--- src/rtl/display_scan_controller_if.sv ---
// display_scan_controller_if
//   Groups the display controller's datapath-facing signals.
//   master : clock/alarm datapath side (drives digits and masks, observes the scan outputs)
//   slave  : display_scan_controller
//   Signals: enable, digits_in[15:0], blink_mask[3:0], dp_mask[3:0], lz_suppress,
//            digit_out[3:0], AN[3:0], DP, frame_start
interface display_scan_controller_if;
    logic        enable;
    logic [15:0] digits_in;
    logic [3:0]  blink_mask;
    logic [3:0]  dp_mask;
    logic        lz_suppress;
    logic [3:0]  digit_out;
    logic [3:0]  AN;
    logic        DP;
    logic        frame_start;

    modport master (
        output enable, digits_in, blink_mask, dp_mask, lz_suppress,
        input  digit_out, AN, DP, frame_start
    );

    modport slave (
        input  enable, digits_in, blink_mask, dp_mask, lz_suppress,
        output digit_out, AN, DP, frame_start
    );
endinterface

--- src/rtl/display_scan_controller.sv ---
// display_scan_controller
//   Time-multiplexes four BCD digits (HH:MM, digit 0 = rightmost) onto one shared cathode
//   decoder and four active-low anodes. Each slot is REFRESH_DIV cycles: DEAD_CYCLES with all
//   anodes off (cathodes settle), then the selected anode is lit. Inputs are snapshotted once
//   per frame; per-digit blink, decimal point and hour leading-zero blanking are applied.
//   Ports:
//     clk    : system clock
//     rst_n  : asynchronous active-low reset
//     bus    : slave modport of display_scan_controller_if
//              (enable, digits_in, blink_mask, dp_mask, lz_suppress in;
//               digit_out, AN, DP, frame_start out, all registered)
module display_scan_controller #(
    parameter int unsigned REFRESH_DIV  = 100000,
    parameter int unsigned DEAD_CYCLES  = 16,
    parameter int unsigned BLINK_FRAMES = 250
) (
    input logic                      clk,
    input logic                      rst_n,
    display_scan_controller_if.slave bus
);

    localparam int unsigned SW = $clog2(REFRESH_DIV);
    localparam int unsigned FW = (BLINK_FRAMES > 1) ? $clog2(BLINK_FRAMES) : 1;
    localparam logic [SW-1:0] DEAD_LAST  = SW'(DEAD_CYCLES - 1);
    localparam logic [SW-1:0] SLOT_LAST  = SW'(REFRESH_DIV - 1);
    localparam logic [FW-1:0] FRAME_LAST = FW'(BLINK_FRAMES - 1);
    localparam logic [3:0]    BLANK      = 4'd10;

    typedef enum logic [1:0] {StIdle, StDead, StOn} state_e;

    state_e      state_q, state_d;
    logic [1:0]  idx_q, idx_d;
    logic [SW-1:0] slot_q, slot_d;
    logic [FW-1:0] frame_q, frame_d;
    logic        phase_q, phase_d;
    logic [15:0] snap_digits_q, snap_digits_d;
    logic [3:0]  snap_blink_q, snap_blink_d;
    logic [3:0]  snap_dp_q, snap_dp_d;
    logic        snap_lz_q, snap_lz_d;
    logic [3:0]  an_q, an_d;
    logic [3:0]  digit_q, digit_d;
    logic        dp_q, dp_d;
    logic        fs_q, fs_d;
    logic        take;
    logic        advance;
    logic [3:0]  nibble;

    always_comb begin
        state_d       = state_q;
        idx_d         = idx_q;
        slot_d        = slot_q;
        frame_d       = frame_q;
        phase_d       = phase_q;
        snap_digits_d = snap_digits_q;
        snap_blink_d  = snap_blink_q;
        snap_dp_d     = snap_dp_q;
        snap_lz_d     = snap_lz_q;
        fs_d          = 1'b0;
        take          = 1'b0;
        advance       = 1'b0;

        if (!bus.enable) begin
            state_d = StIdle;
            idx_d   = 2'd0;
            slot_d  = '0;
            frame_d = '0;
            phase_d = 1'b0;
        end else begin
            unique case (state_q)
                StIdle: begin
                    state_d = StDead;
                    idx_d   = 2'd0;
                    slot_d  = '0;
                    take    = 1'b1;
                end
                StDead: begin
                    slot_d = slot_q + SW'(1);
                    if (slot_q == DEAD_LAST) state_d = StOn;
                end
                StOn: begin
                    if (slot_q == SLOT_LAST) begin
                        state_d = StDead;
                        slot_d  = '0;
                        idx_d   = idx_q + 2'd1;
                        if (idx_q == 2'd3) begin
                            take    = 1'b1;
                            advance = 1'b1;
                        end
                    end else begin
                        slot_d = slot_q + SW'(1);
                    end
                end
                default: state_d = StIdle;
            endcase
        end

        if (take) begin
            snap_digits_d = bus.digits_in;
            snap_blink_d  = bus.blink_mask;
            snap_dp_d     = bus.dp_mask;
            snap_lz_d     = bus.lz_suppress;
            fs_d          = 1'b1;
            // The counter counts completed frames, so the frame started from idle is frame 0
            // and the first BLINK_FRAMES frames after enabling are visible.
            if (advance) begin
                if (frame_q == FRAME_LAST) begin
                    frame_d = '0;
                    phase_d = ~phase_q;
                end else begin
                    frame_d = frame_q + FW'(1);
                end
            end
        end

        // Outputs are registered, so they are derived from next-state values; this lets the
        // cathodes show the new digit in the very first dead cycle of its slot.
        nibble  = 4'(snap_digits_d >> {idx_d, 2'b00});
        an_d    = 4'hF;
        digit_d = BLANK;
        dp_d    = 1'b1;
        if (state_d != StIdle) begin
            if (state_d == StOn) an_d = ~(4'b0001 << idx_d);
            if (!(phase_d && snap_blink_d[idx_d])) begin
                dp_d = ~snap_dp_d[idx_d];
                if ((idx_d == 2'd3 && snap_lz_d && nibble == 4'd0) || nibble > 4'd9) begin
                    digit_d = BLANK;
                end else begin
                    digit_d = nibble;
                end
            end
        end
    end

    always_ff @(posedge clk or negedge rst_n) begin
        if (!rst_n) begin
            state_q       <= StIdle;
            idx_q         <= 2'd0;
            slot_q        <= '0;
            frame_q       <= '0;
            phase_q       <= 1'b0;
            snap_digits_q <= 16'hFFFF;
            snap_blink_q  <= 4'h0;
            snap_dp_q     <= 4'h0;
            snap_lz_q     <= 1'b0;
            an_q          <= 4'hF;
            digit_q       <= BLANK;
            dp_q          <= 1'b1;
            fs_q          <= 1'b0;
        end else begin
            state_q       <= state_d;
            idx_q         <= idx_d;
            slot_q        <= slot_d;
            frame_q       <= frame_d;
            phase_q       <= phase_d;
            snap_digits_q <= snap_digits_d;
            snap_blink_q  <= snap_blink_d;
            snap_dp_q     <= snap_dp_d;
            snap_lz_q     <= snap_lz_d;
            an_q          <= an_d;
            digit_q       <= digit_d;
            dp_q          <= dp_d;
            fs_q          <= fs_d;
        end
    end

    assign bus.AN          = an_q;
    assign bus.digit_out   = digit_q;
    assign bus.DP          = dp_q;
    assign bus.frame_start = fs_q;

endmodule

--- src/flat_wrapper.sv ---
// flat-port wrapper written by rule: the top's interface ports become plain ports
module display_scan_controller_flat 
#(
    parameter int unsigned REFRESH_DIV  = 100000,
    parameter int unsigned DEAD_CYCLES  = 16,
    parameter int unsigned BLINK_FRAMES = 250
)
  (clk, rst_n, bus_enable, bus_digits_in, bus_blink_mask, bus_dp_mask, bus_lz_suppress, bus_digit_out, bus_AN, bus_DP, bus_frame_start);
  display_scan_controller_if bus_i ();
  input logic clk;
  input logic rst_n;
  input wire logic [$bits(bus_i.enable)-1:0] bus_enable;
  input wire logic [$bits(bus_i.digits_in)-1:0] bus_digits_in;
  input wire logic [$bits(bus_i.blink_mask)-1:0] bus_blink_mask;
  input wire logic [$bits(bus_i.dp_mask)-1:0] bus_dp_mask;
  input wire logic [$bits(bus_i.lz_suppress)-1:0] bus_lz_suppress;
  output wire logic [$bits(bus_i.digit_out)-1:0] bus_digit_out;
  output wire logic [$bits(bus_i.AN)-1:0] bus_AN;
  output wire logic [$bits(bus_i.DP)-1:0] bus_DP;
  output wire logic [$bits(bus_i.frame_start)-1:0] bus_frame_start;
  assign bus_i.enable = bus_enable;
  assign bus_i.digits_in = bus_digits_in;
  assign bus_i.blink_mask = bus_blink_mask;
  assign bus_i.dp_mask = bus_dp_mask;
  assign bus_i.lz_suppress = bus_lz_suppress;
  assign bus_digit_out = bus_i.digit_out;
  assign bus_AN = bus_i.AN;
  assign bus_DP = bus_i.DP;
  assign bus_frame_start = bus_i.frame_start;
  display_scan_controller #(.REFRESH_DIV(REFRESH_DIV), .DEAD_CYCLES(DEAD_CYCLES), .BLINK_FRAMES(BLINK_FRAMES)) u_core (.clk(clk), .rst_n(rst_n), .bus(bus_i));
endmodule
--- config.mk ---
export PLATFORM = sky130hd
export DESIGN_NAME = display_scan_controller_flat
export DESIGN_NICKNAME = d
export VERILOG_FILES = /design/src/rtl/display_scan_controller_if.sv /design/src/rtl/display_scan_controller.sv /design/src/flat_wrapper.sv
export SDC_FILE = /design/constraint.sdc
export NUM_CORES = 1
export LEC_CHECK = 0
export ABC_CLOCK_PERIOD_IN_PS = 4980
export CAP_MARGIN = 20
export CORE_ASPECT_RATIO = 1.2
export CORE_UTILIZATION = 55
export CTS_BUF_LIST = sky130_fd_sc_hd__clkbuf_16
export DETAILED_ROUTE_END_ITERATION = 10
export PLACE_DENSITY_LB_ADDON = 0.15
export SLEW_MARGIN = 20
export SYNTH_ARGS = -nofsm -noshare
export SYNTH_HDL_FRONTEND = slang
export SYNTH_SLANG_ARGS = --single-unit
--- constraint.sdc ---
create_clock -name clk -period 4.98 [get_ports clk]
set_input_delay 0.498 -clock clk [delete_from_list [all_inputs] [get_ports clk]]
set_output_delay 0.498 -clock clk [all_outputs]
set_load 0.05 [all_outputs]
==> flow_summary_export.csv, run 1 <==
group,metric,value,unit
flow_run,drv_cap,0,
pwr,power.density,362,nW/um^2
cts,ctsResizeCount,0,
global_routing,antenna_found_initial,0,
logic_synthesis,synth-adder-area-share,3.04,%
status,outcome,"finished clean",
sta,max_slew.worst_pin.slew,0.812,ns
global_routing,gr-usage-all-layers,24.2,%
sta,slew_headroom,45.8,%
sta,holdWs,0.340,ns
sta,fin_crit,2.90,ns
route,wire_per_inst,15.4,um
logic_synthesis,yosys.area.top_type_share,31.9,%
die,coreArea,5710,sq um
die,dieArea,6310,sq um
cts,clkTransAtPathRegs,0.06,ns
logic_synthesis,synth_warnings,0,
cells_and_area,drive_above_1_share,18.1,%
logic_synthesis,synth_top_family_by_area,"simple AND/OR/NAND/NOR gates",
logic_synthesis,synthSimpleGateAreaFrac,19.2,%
logic_synthesis,avgSynthCellArea,10.4,sq um
worst_setup_path,cp-startpoint,"u_core.state_q[0]$_DFF_PN0_",
global_routing,grt_pass1_vias,2482,
die,start_util,57.8,%
cells_and_area,final_cell_mix,"dfrtp_1 (42), clkdlybuf4s50_1 (36), nor2_1 (32), nand2_1 (25), o21ai_0 (24)",
cts,postCtsHoldBufs,0,
route,via_per_inst,5.70,
worst_setup_path,path_class,"reg -> reg",
logic_synthesis,syn-cell-area,3300,sq um
worst_setup_path,cp_slowest_cell,"mux2_2",
place,pre_cts_ws,1.94,ns
logic_synthesis,synth_compound_area_share,11.6,%
cts,cts_buffer_depth,2,
logic_synthesis,synthArstFlopShare,100,%
sta,rsz0062_at_grt,"false",
die,rows,30,
worst_setup_path,cp_data_required_time,5.24,ns
die,fp.dieW,72.7,um
logic_synthesis,synth_ff_type,"dfrtp_1",
route,vias,2529,
logic_synthesis,netlist_instances,316,
pwr,p_clk_share,49.4,%
route,first_iter_violations,176,
sta,period_share,58.3,%
cts,cts.sink_count,65,
worst_setup_path,worstPathMaxFanout,26,
cts,tritoncts,"built",
pwr,ir_worst_vdd,186,uV
sta,setup_violations,0,
place,gp_congestion,0.833,
cts,cts-root-buf,"clkbuf_16",
pwr,p_seq_share,40.2,%
logic_synthesis,yosysTopAreaCell,"dfrtp_1",
sta,max_freq,0.345,GHz
logic_synthesis,synthTopCellsByArea,"dfrtp_1 (32%), dfstp_2 (18%), mux2_2 (5.1%), o21ai_0 (3.6%), nor2_1 (3.6%)",
pwr,finalPower,1.48,mW
logic_synthesis,syn_nets,352,
global_routing,grt_pass1_wl,11.5,mm
global_routing,grt_max_degree,66,
place,hpwl,4.51,mm
die,die_y,86.8,um
logic_synthesis,synth_seq_cells,65,
pwr,intPower,1.15,mW
route,firstDrtPassIters,4,
route,wirelength,6.83,mm
route,drc,0,
sta,slew_viol_final,0,
logic_synthesis,synth_edf_count,0,
pwr,pwr-share-comb,10.3,%
sta,setup_ws,2.08,ns
worst_setup_path,crit_chain,"inv_1, ha_1, and3_1, nand2_1, o31a_1, buf_4, mux2_2, nor2b_1, a211oi_2, o21ai_1, a211o_1",
worst_setup_path,critPathCaptureType,"register",
sta,fin_tns_setup,0,ns
route,route.antenna.remaining_nets,0,
cts,cts_buffers,9,
sta,skew,0.00547,ns
pwr,p_leak,1.77,nW
hold_path,hp-class,"in -> async",
place,io_buffer_count,37,
worst_setup_path,slowest_delay,0.41,ns
sta,finalHoldViolCount,0,
pwr,p_sw_share,22.0,%
worst_setup_path,crit_arrival,3.16,ns
logic_synthesis,ys_types,52,
logic_synthesis,ys_seq_area_share,50.2,%
cells_and_area,syn_to_final_growth,24.0,%
logic_synthesis,synth_xor_area_share,3.72,%
cells_and_area,final_common_cell,"dfrtp_1",
cells_and_area,antennaDiodeCount,0,
worst_setup_path,worstSetupStartpointType,"register",
logic_synthesis,synthMuxAreaShare,8.62,%
die,ioPinCount,38,
cts,cts_setup_buffers,0,
worst_setup_path,r2r-start,"u_core.state_q[0]$_DFF_PN0_",
cells_and_area,fin_nets,395,
global_routing,grt_overflow,0,
cts,clkLatencyLatePin,0.33,ns
cts,cts.htree.levels,3,
pwr,power_switching,0.325,mW
==> cells in the mapped netlist, types with 3 or more instances <==
library cell	n
ha_1	8
nand4_1	4
mux2i_1	10
xnor2_1	3
nor3_1	3
nor2b_1	5
a21oi_1	3
o31ai_1	4
dfstp_2	23
nand2_1	25
nor4_1	3
and3_1	10
nand2b_1	7
o22ai_1	3
and4_1	3
o21ai_0	24
mux2_2	15
nor2_1	32
nand3_1	14
clkbuf_1	4
inv_1	18
dfrtp_1	42
or2_2	3
xor2_1	11
==> final cells by class <==
class / count / area [sq um]
repair buffers: 39 / 380
multi-input cells: 226 / 1530
inverters: 18 / 67.6
well taps: 80 / 100
clock inverters: 5 / 81.3
clock buffers: 11 / 275
flip-flops and latches: 65 / 1660
fillers: 437 / 1620
==> state kept, by name, summed over array words and instances, names as in the netlist <==
register	cells
u_core.bus.DP	1
u_core.slot_q	17
u_core.state_q	2
u_core.snap_lz_q	1
u_core.bus.AN	4
u_core.snap_digits_q	16
u_core.snap_dp_q	4
u_core.frame_q	8
u_core.snap_blink_q	4
u_core.bus.frame_start	1
u_core.bus.digit_out	4
u_core.idx_q	2
u_core.phase_q	1
==> final timing paths <==
| path | endpoint | slack [ns] | cells after the start |
|---|---|---|---|
| worst max-delay path | u_core.bus.digit_out[1]$_DFF_PN1_ | 2.08 | 11 |
| worst min-delay path | u_core.bus.frame_start$_DFF_PN0_ | 0.34 | 2 |
| worst max register to register | u_core.bus.digit_out[1]$_DFF_PN1_ | 2.08 | 11 |
| worst min register to register | u_core.snap_blink_q[2]$_DFF_PN0_ | 0.48 | 2 |
| max in group asynchronous | u_core.slot_q[8]$_DFFE_PN0P_ | 4.12 | 2 |
| min in group clk | u_core.snap_blink_q[2]$_DFF_PN0_ | 0.48 | 2 |
==> per-layer routing <==
metal | part of all wire, % | track usage [%] | vias up | wire length [um]
met4 | 2.5 | 14.1 | 0 | 172
met2 | 51 | 40.3 | 76 | 3500
met5 | 0 | 0 | - | 0
li1 | - | - | 1207 | -
met1 | 41 | 28.5 | 1231 | 2830
met3 | 4.7 | 5.58 | 15 | 323
==> power by group through the flow <==
stage	Sequential, mW	Combinational [mW]	Clock (mW)
after floorplan	0.616	0.0827	0
after global placement	0.600	0.148	0
after detailed placement	0.603	0.151	0
after CTS	0.595	0.153	0.743
after global routing	0.598	0.167	0.765
final	0.594	0.153	0.731
==> logic make-up after synthesis <==
logic type,count (synthesis)
flip-flops,65
XOR/XNOR,14
buffers and inverters,25
multiplexers,26
adder cells (fa/ha/maj),8
AND/OR/NAND/NOR,121
AO/OA/AOI/OAI,57
==> per-stage QoR <==
step | area (sq um) | instances | util, %
after global placement | 3720 | 428 | 65.3
after detailed placement | 3720 | 428 | 65.3
after floorplan | 3300 | 316 | -
final | 4090 | 444 | 71.6
after global routing | 4090 | 444 | 71.6
after CTS | 4080 | 444 | 71.5
==> critical path, delay by kind of cell, from the launching register on <==
family	cells	cell delay, ns
flip-flops	1	0.39
multiplexers	1	0.41
buffers and inverters	2	0.44
adder cells (fa/ha/maj)	1	0.26
AO/OA/AOI/OAI	4	0.81
AND/OR/NAND/NOR	3	0.49
Power figures use the tool's default switching activity.
==> run 2, diff against run 1 <==
--- a/config.mk
+++ b/config.mk
@@ -5,10 +5,10 @@
 export SDC_FILE = /design/constraint.sdc
 export NUM_CORES = 1
 export LEC_CHECK = 0
-export ABC_CLOCK_PERIOD_IN_PS = 4980
+export ABC_CLOCK_PERIOD_IN_PS = 2490
 export CAP_MARGIN = 20
 export CORE_ASPECT_RATIO = 1.2
-export CORE_UTILIZATION = 55
+export CORE_UTILIZATION = 50
 export CTS_BUF_LIST = sky130_fd_sc_hd__clkbuf_16
 export DETAILED_ROUTE_END_ITERATION = 10
 export PLACE_DENSITY_LB_ADDON = 0.15
==> constraint.sdc (replaced) <==
create_clock -name clk -period 2.49 [get_ports clk]
set_input_delay 0.249 -clock clk [delete_from_list [all_inputs] [get_ports clk]]
set_output_delay 0.249 -clock clk [all_outputs]
set_load 0.05 [all_outputs]
==> run 2 against run 1 <==
  * Critical endpoint is now u_core.bus.digit_out[0]$_DFF_PN0_
  * The run now ends with negative setup slack left
  * Sequential cell count did not move
  * Sequential power grew 100%
  * Final cell count grew 15%
==> flow_summary_export.csv, run 2 (synthesis results as in run 1) <==
group,metric,value,unit
status,outcome,"finished with violations",
status,violations,"negative setup slack",
sta,max_freq,0.384,GHz
worst_setup_path,rr_worst_depth,12,
sta,setup_ws,-0.117,ns
cts,cts-root-buf,"clkbuf_16",
global_routing,gr-usage-all-layers,24.2,%
die,ioPinCount,38,
pwr,ir_worst_vdd,415,uV
cells_and_area,drive_above_1_share,36.5,%
pwr,p_seq_share,40.5,%
global_routing,grt_util_met1,28.9,%
cells_and_area,largest-register,"u_core.slot_q",
worst_setup_path,worstPathMaxFanout,5,
pwr,intPower,2.26,mW
worst_setup_path,worstSetupStartpointType,"register",
route,route.antenna.remaining_nets,0,
die,coreArea,6410,sq um
worst_setup_path,rrSetupSlack,-0.12,ns
global_routing,grt_pass1_vias,2790,
cells_and_area,final_cell_mix,"buf_4 (57), dfrtp_1 (41), clkdlybuf4s50_1 (36), nor2_1 (32)",
global_routing,grt_pass1_wl,13.0,mm
global_routing,grtUsageMet3,4.62,%
worst_setup_path,critPathCaptureType,"register",
sta,setup_violations,4,
cts,cts.htree.levels,3,
worst_setup_path,path_class,"reg -> reg",
place,place_area,4130,sq um
place,io_buffer_count,37,
cells_and_area,top_regs,"u_core.slot_q (17), u_core.snap_digits_q (16), u_core.frame_q (8)",
place,pre_cts_ws,-0.110,ns
place,hpwl,5.03,mm
cts,cts_buffer_depth,2,
route,first_iter_violations,118,
cells_and_area,largest_reg_flops,17,
cts,postCtsHoldBufs,0,
worst_setup_path,worstReg2RegEnd,"u_core.bus.digit_out[0]$_DFF_PN0_",
cells_and_area,final_area,4790,sq um
global_routing,grt_overflow,0,
route,firstDrtPassIters,4,
cts,cts.sink_count,65,
hold_path,hp-class,"in -> async",
flow_run,drv_cap,0,
die,start_util,51.4,%
global_routing,antenna_found_initial,0,
sta,slew_viol_final,0,
sta,holdWs,0.0873,ns
cts,clkTransAtPathRegs,0.06,ns
route,wirelength,7.92,mm
cells_and_area,syn_to_final_growth,45.4,%
global_routing,busiest_layer,"met2",
worst_setup_path,r2r-start,"u_core.state_q[0]$_DFF_PN0_",
worst_setup_path,cp-startpoint,"u_core.state_q[0]$_DFF_PN0_",
cells_and_area,post-route-util,74.8,%
sta,skew,0.00593,ns
pwr,power_switching,0.699,mW
place,gp_congestion,0.917,
die,rows,32,
die,fp.dieW,76.1,um
worst_setup_path,cp_data_required_time,2.73,ns
pwr,p_clk_share,45.4,%
route,wire_per_inst,15.5,um
cells_and_area,antennaDiodeCount,0,
sta,rsz0062_at_grt,"true",
cts,tritoncts,"built",
cells_and_area,fillers,435,
cts,clkLatencyLatePin,0.33,ns
sta,finalHoldViolCount,0,
pwr,pwr-share-comb,14.2,%
worst_setup_path,endpoint,"u_core.bus.digit_out[0]$_DFF_PN0_",
cells_and_area,fin_nets,456,
sta,fin_crit,2.61,ns
route,vias,2751,
die,dieArea,6920,sq um
worst_setup_path,crit_arrival,2.85,ns
sta,max_slew.worst_pin.slew,0.788,ns
pwr,power.density,617,nW/um^2
pwr,p_sw_share,23.7,%
die,die_y,90.9,um
cells_and_area,final_common_cell,"buf_4",
sta,slew_headroom,47.5,%
sta,period_share,105,%
route,drc,0,
sta,fin_tns_setup,-0.370,ns
global_routing,grt_max_degree,66,
cts,cts_buffers,9,
pwr,p_leak,2.09,nW
global_routing,grt_use_met2,42.6,%
route,via_per_inst,5.39,
[run 2: changes by cell type in the layout (fill, tap and decap cells not counted), sizes merged]
| cell | delta |
|---|---|
| buf | +60 |
| clkbuf | -1 |
| inv | +1 |
| clkinvlp | +3 |
| clkinv | -2 |
[run 2: worst min path at each step]
stage,from,end,slack (ns),cells after the start
6_report,rst_n,u_core.bus.frame_start$_DFF_PN0_,0.09,2
5_1_grt,rst_n,u_core.bus.frame_start$_DFF_PN0_,0.16,2
4_1_cts,rst_n,u_core.bus.frame_start$_DFF_PN0_,0.12,2
3_5_place_dp,rst_n,u_core.bus.frame_start$_DFF_PN0_,0.47,2
3_3_place_gp,rst_n,u_core.bus.frame_start$_DFF_PN0_,0.46,2
2_1_floorplan,rst_n,u_core.bus.digit_out[0]$_DFF_PN0_,-0.05,0
[run 2: layout make-up]
type / instances / area, sq um / area share, %
clock buffer: 9 / 225 / 4.70
inverter: 18 / 67.6 / 1.41
tap: 85 / 106 / 2.22
clock inverter: 7 / 95.1 / 1.98
sequential: 65 / 1660 / 34.6
timing repair buffer: 100 / 916 / 19.1
multi-input combinational: 226 / 1720 / 36.0
[run 2: metrics by stage]
step           total power [mW]  cells
2_1_floorplan              1.40    316
3_3_place_gp               1.53    484
3_5_place_dp               1.54    484
4_1_cts                    2.94    508
5_1_grt                    3.06    510
6_report                   2.96    510
[run 2: critical path, cell delays in order, from the launching register on]
cell,delay [ns]
dfrtp_1,0.39
inv_2,0.10
ha_4,0.14
and3_4,0.18
nand2_4,0.06
o31a_1,0.39
buf_6,0.18
buf_16,0.14
mux2_2,0.32
a211oi_4,0.27
buf_4,0.16
a21oi_1,0.05
nor3_1,0.14
[run 2: repair_timing]
item / CTS / global route
pin swaps: 13 / 11
endpoints found under the hold margin: 0 / 0
cloned: 2 / 1
setup buffers: 6 / 1
gates resized for setup: 28 / 20
endpoints found under the setup margin: 5 / 9
[run 2: metal layers]
| metal | routed length [um] | vias up |
|---|---|---|
| met5 | 0 | - |
| met1 | 3380 | 1357 |
| li1 | - | 1322 |
| met3 | 214 | 20 |
| met2 | 4140 | 52 |
| met4 | 177 | 0 |
[run 2: power groups by stage]
stage / sequential [mW] / clock [mW] / combinational (mW)
global route: 1.20 / 1.41 / 0.449
global placement: 1.20 / 0 / 0.333
floorplan: 1.23 / 0 / 0.165
CTS: 1.19 / 1.36 / 0.395
detailed placement: 1.21 / 0 / 0.338
finish: 1.20 / 1.34 / 0.419
==> run 3, diff against run 2 <==
--- a/config.mk
+++ b/config.mk
@@ -12,6 +12,7 @@
 export CTS_BUF_LIST = sky130_fd_sc_hd__clkbuf_16
 export DETAILED_ROUTE_END_ITERATION = 10
 export PLACE_DENSITY_LB_ADDON = 0.15
+export SKIP_LAST_GASP = 1
 export SLEW_MARGIN = 20
 export SYNTH_ARGS = -nofsm -noshare
 export SYNTH_HDL_FRONTEND = slang
==> run 3 against run 2 <==
  * The flow still finishes with violations (negative setup slack)
  * Via count up 0.84%
  * First-iteration DRC count up 10%
  * Clock skew about the same
  * Sequential share of layout area about the same
==> flow_summary_export.csv, run 3 (synthesis results as in run 1) <==
group,metric,value,unit
pwr,ir_worst_vdd,415,uV
cts,cts.htree.levels,3,
route,wire_per_inst,15.6,um
global_routing,grt_overflow,0,
worst_setup_path,path_class,"reg -> reg",
sta,max_slew.worst_pin.slew,0.794,ns
sta,setup_violations,4,
sta,fin_tns_setup,-0.431,ns
cells_and_area,drive_above_1_share,36.5,%
cts,clkTransAtPathRegs,0.06,ns
cells_and_area,syn_to_final_growth,45.2,%
route,first_iter_violations,130,
cells_and_area,fillers,436,
sta,max_freq,0.381,GHz
route,vias,2774,
die,fp.dieW,76.1,um
hold_path,hp-class,"in -> async",
worst_setup_path,worstPathMaxFanout,5,
cells_and_area,final_common_cell,"buf_4",
sta,rsz0062_at_grt,"true",
pwr,finalPower,2.96,mW
cts,clkLatencyLatePin,0.33,ns
place,gp_congestion,0.917,
worst_setup_path,rrSetupSlack,-0.14,ns
cts,cts_buffer_depth,2,
sta,skew,0.00623,ns
place,hpwl,5.03,mm
cts,postCtsHoldBufs,0,
die,dieArea,6920,sq um
cells_and_area,final_cell_mix,"buf_4 (57), dfrtp_1 (41), clkdlybuf4s50_1 (36), nor2_1 (32)",
global_routing,grt_max_degree,66,
sta,finalHoldViolCount,0,
route,via_per_inst,5.44,
place,placed_cells,484,
sta,slew_viol_final,0,
route,wirelength,7.94,mm
sta,period_share,105,%
cells_and_area,largest-register,"u_core.slot_q",
cts,cts.sink_count,65,
worst_setup_path,r2r-start,"u_core.state_q[0]$_DFF_PN0_",
global_routing,antenna_found_initial,0,
sta,holdWs,0.0874,ns
global_routing,gr-usage-all-layers,24.3,%
global_routing,grt_pass1_vias,2803,
worst_setup_path,rr_worst_depth,12,
worst_setup_path,cp-startpoint,"u_core.state_q[0]$_DFF_PN0_",
worst_setup_path,critPathCaptureType,"register",
worst_setup_path,cp_data_required_time,2.73,ns
status,violations,"negative setup slack",
route,firstDrtPassIters,4,
sta,slew_headroom,47.1,%
sta,setup_ws,-0.137,ns
worst_setup_path,worstReg2RegEnd,"u_core.bus.digit_out[0]$_DFF_PN0_",
status,outcome,"finished with violations",
global_routing,grt_pass1_wl,13.1,mm
die,start_util,51.4,%
cells_and_area,antennaDiodeCount,0,
worst_setup_path,crit_arrival,2.87,ns
sta,fin_crit,2.63,ns
worst_setup_path,endpoint,"u_core.bus.digit_out[0]$_DFF_PN0_",
cts,cts-root-buf,"clkbuf_16",
worst_setup_path,worstSetupStartpointType,"register",
route,drc,0,
flow_run,drv_cap,0,
die,ioPinCount,38,
place,pre_cts_ws,-0.110,ns
cells_and_area,top_regs,"u_core.slot_q (17), u_core.snap_digits_q (16), u_core.frame_q (8)",
pwr,power.density,618,nW/um^2
cells_and_area,multi_input_area,1720,sq um
die,coreArea,6410,sq um
cells_and_area,stdcell_count,510,
cells_and_area,regArea,1660,sq um
cells_and_area,largest_reg_flops,17,
die,die_y,90.9,um
die,rows,32,
route,route.antenna.remaining_nets,0,
cells_and_area,fin_nets,456,
cts,tritoncts,"built",
pwr,p_leak,2.08,nW
place,io_buffer_count,37,
cts,cts_buffers,9,
## run 3: cell types whose count changed in the layout (fill, tap and decap cells not counted)
cell | previous run | this run
nor2b_2 | 0 | 1
nor2b_4 | 1 | 0
## run 3: critical path: stages, from the launching register on
cell and delay [ns]:
dfrtp_1 0.39, inv_2 0.10, ha_4 0.14, and3_4 0.18, nand2_4 0.06, o31a_1 0.39, buf_6 0.18, buf_16 0.14
mux2_2 0.32, a211oi_4 0.28, buf_4 0.16, a21oi_1 0.05, nor3_1 0.14
## run 3: stage by stage
stage / cell area [sq um] / util [%]
floorplan: 3300 / -
global placement: 4130 / 64.4
detailed placement: 4130 / 64.4
CTS: 4670 / 72.9
global route: 4790 / 74.7
finish: 4790 / 74.7
## run 3: how the worst min path moves through the flow
| stage | to | slack [ns] |
|---|---|---|
| final | u_core.bus.frame_start$_DFF_PN0_ | 0.09 |
| after detailed placement | u_core.bus.frame_start$_DFF_PN0_ | 0.47 |
| after global placement | u_core.bus.frame_start$_DFF_PN0_ | 0.46 |
| after global routing | u_core.bus.frame_start$_DFF_PN0_ | 0.16 |
| after floorplan | u_core.bus.digit_out[0]$_DFF_PN0_ | -0.05 |
| after CTS | u_core.bus.frame_start$_DFF_PN0_ | 0.12 |
## run 3: final cells by class
class                   instances  share of cell area (%)
repair buffers                100                    19.1
clock buffers                   9                    4.71
clock inverters                 7                    1.99
flip-flops and latches         65                    34.6
multi-input cells             226                    35.9
well taps                      85                    2.22
inverters                      18                    1.41
## run 3: metal layers
metal | vias to the layer above | GRT usage [%] | routed length [um]
li1 | 1321 | - | -
met1 | 1371 | 29.0 | 3360
met2 | 62 | 42.9 | 4140
met3 | 20 | 4.62 | 253
met4 | 0 | 10.1 | 185
met5 | - | 0 | 0
## run 3: timing repair
action / CTS / global route
pin swaps: 13 / 11
setup endpoints to repair: 5 / 9
hold endpoints to repair: 0 / 0
buffers inserted: 6 / 1
gates resized for setup: 27 / 20
gates cloned: 2 / 1
## run 3: power breakdown
group	switching [mW]	internal (mW)	leakage [nW]	total (mW)
clock	0.469	0.875	0.149	1.34
sequential	0.0278	1.17	0.803	1.20
combinational	0.206	0.212	1.13	0.418
total	0.702	2.25	2.08	2.96
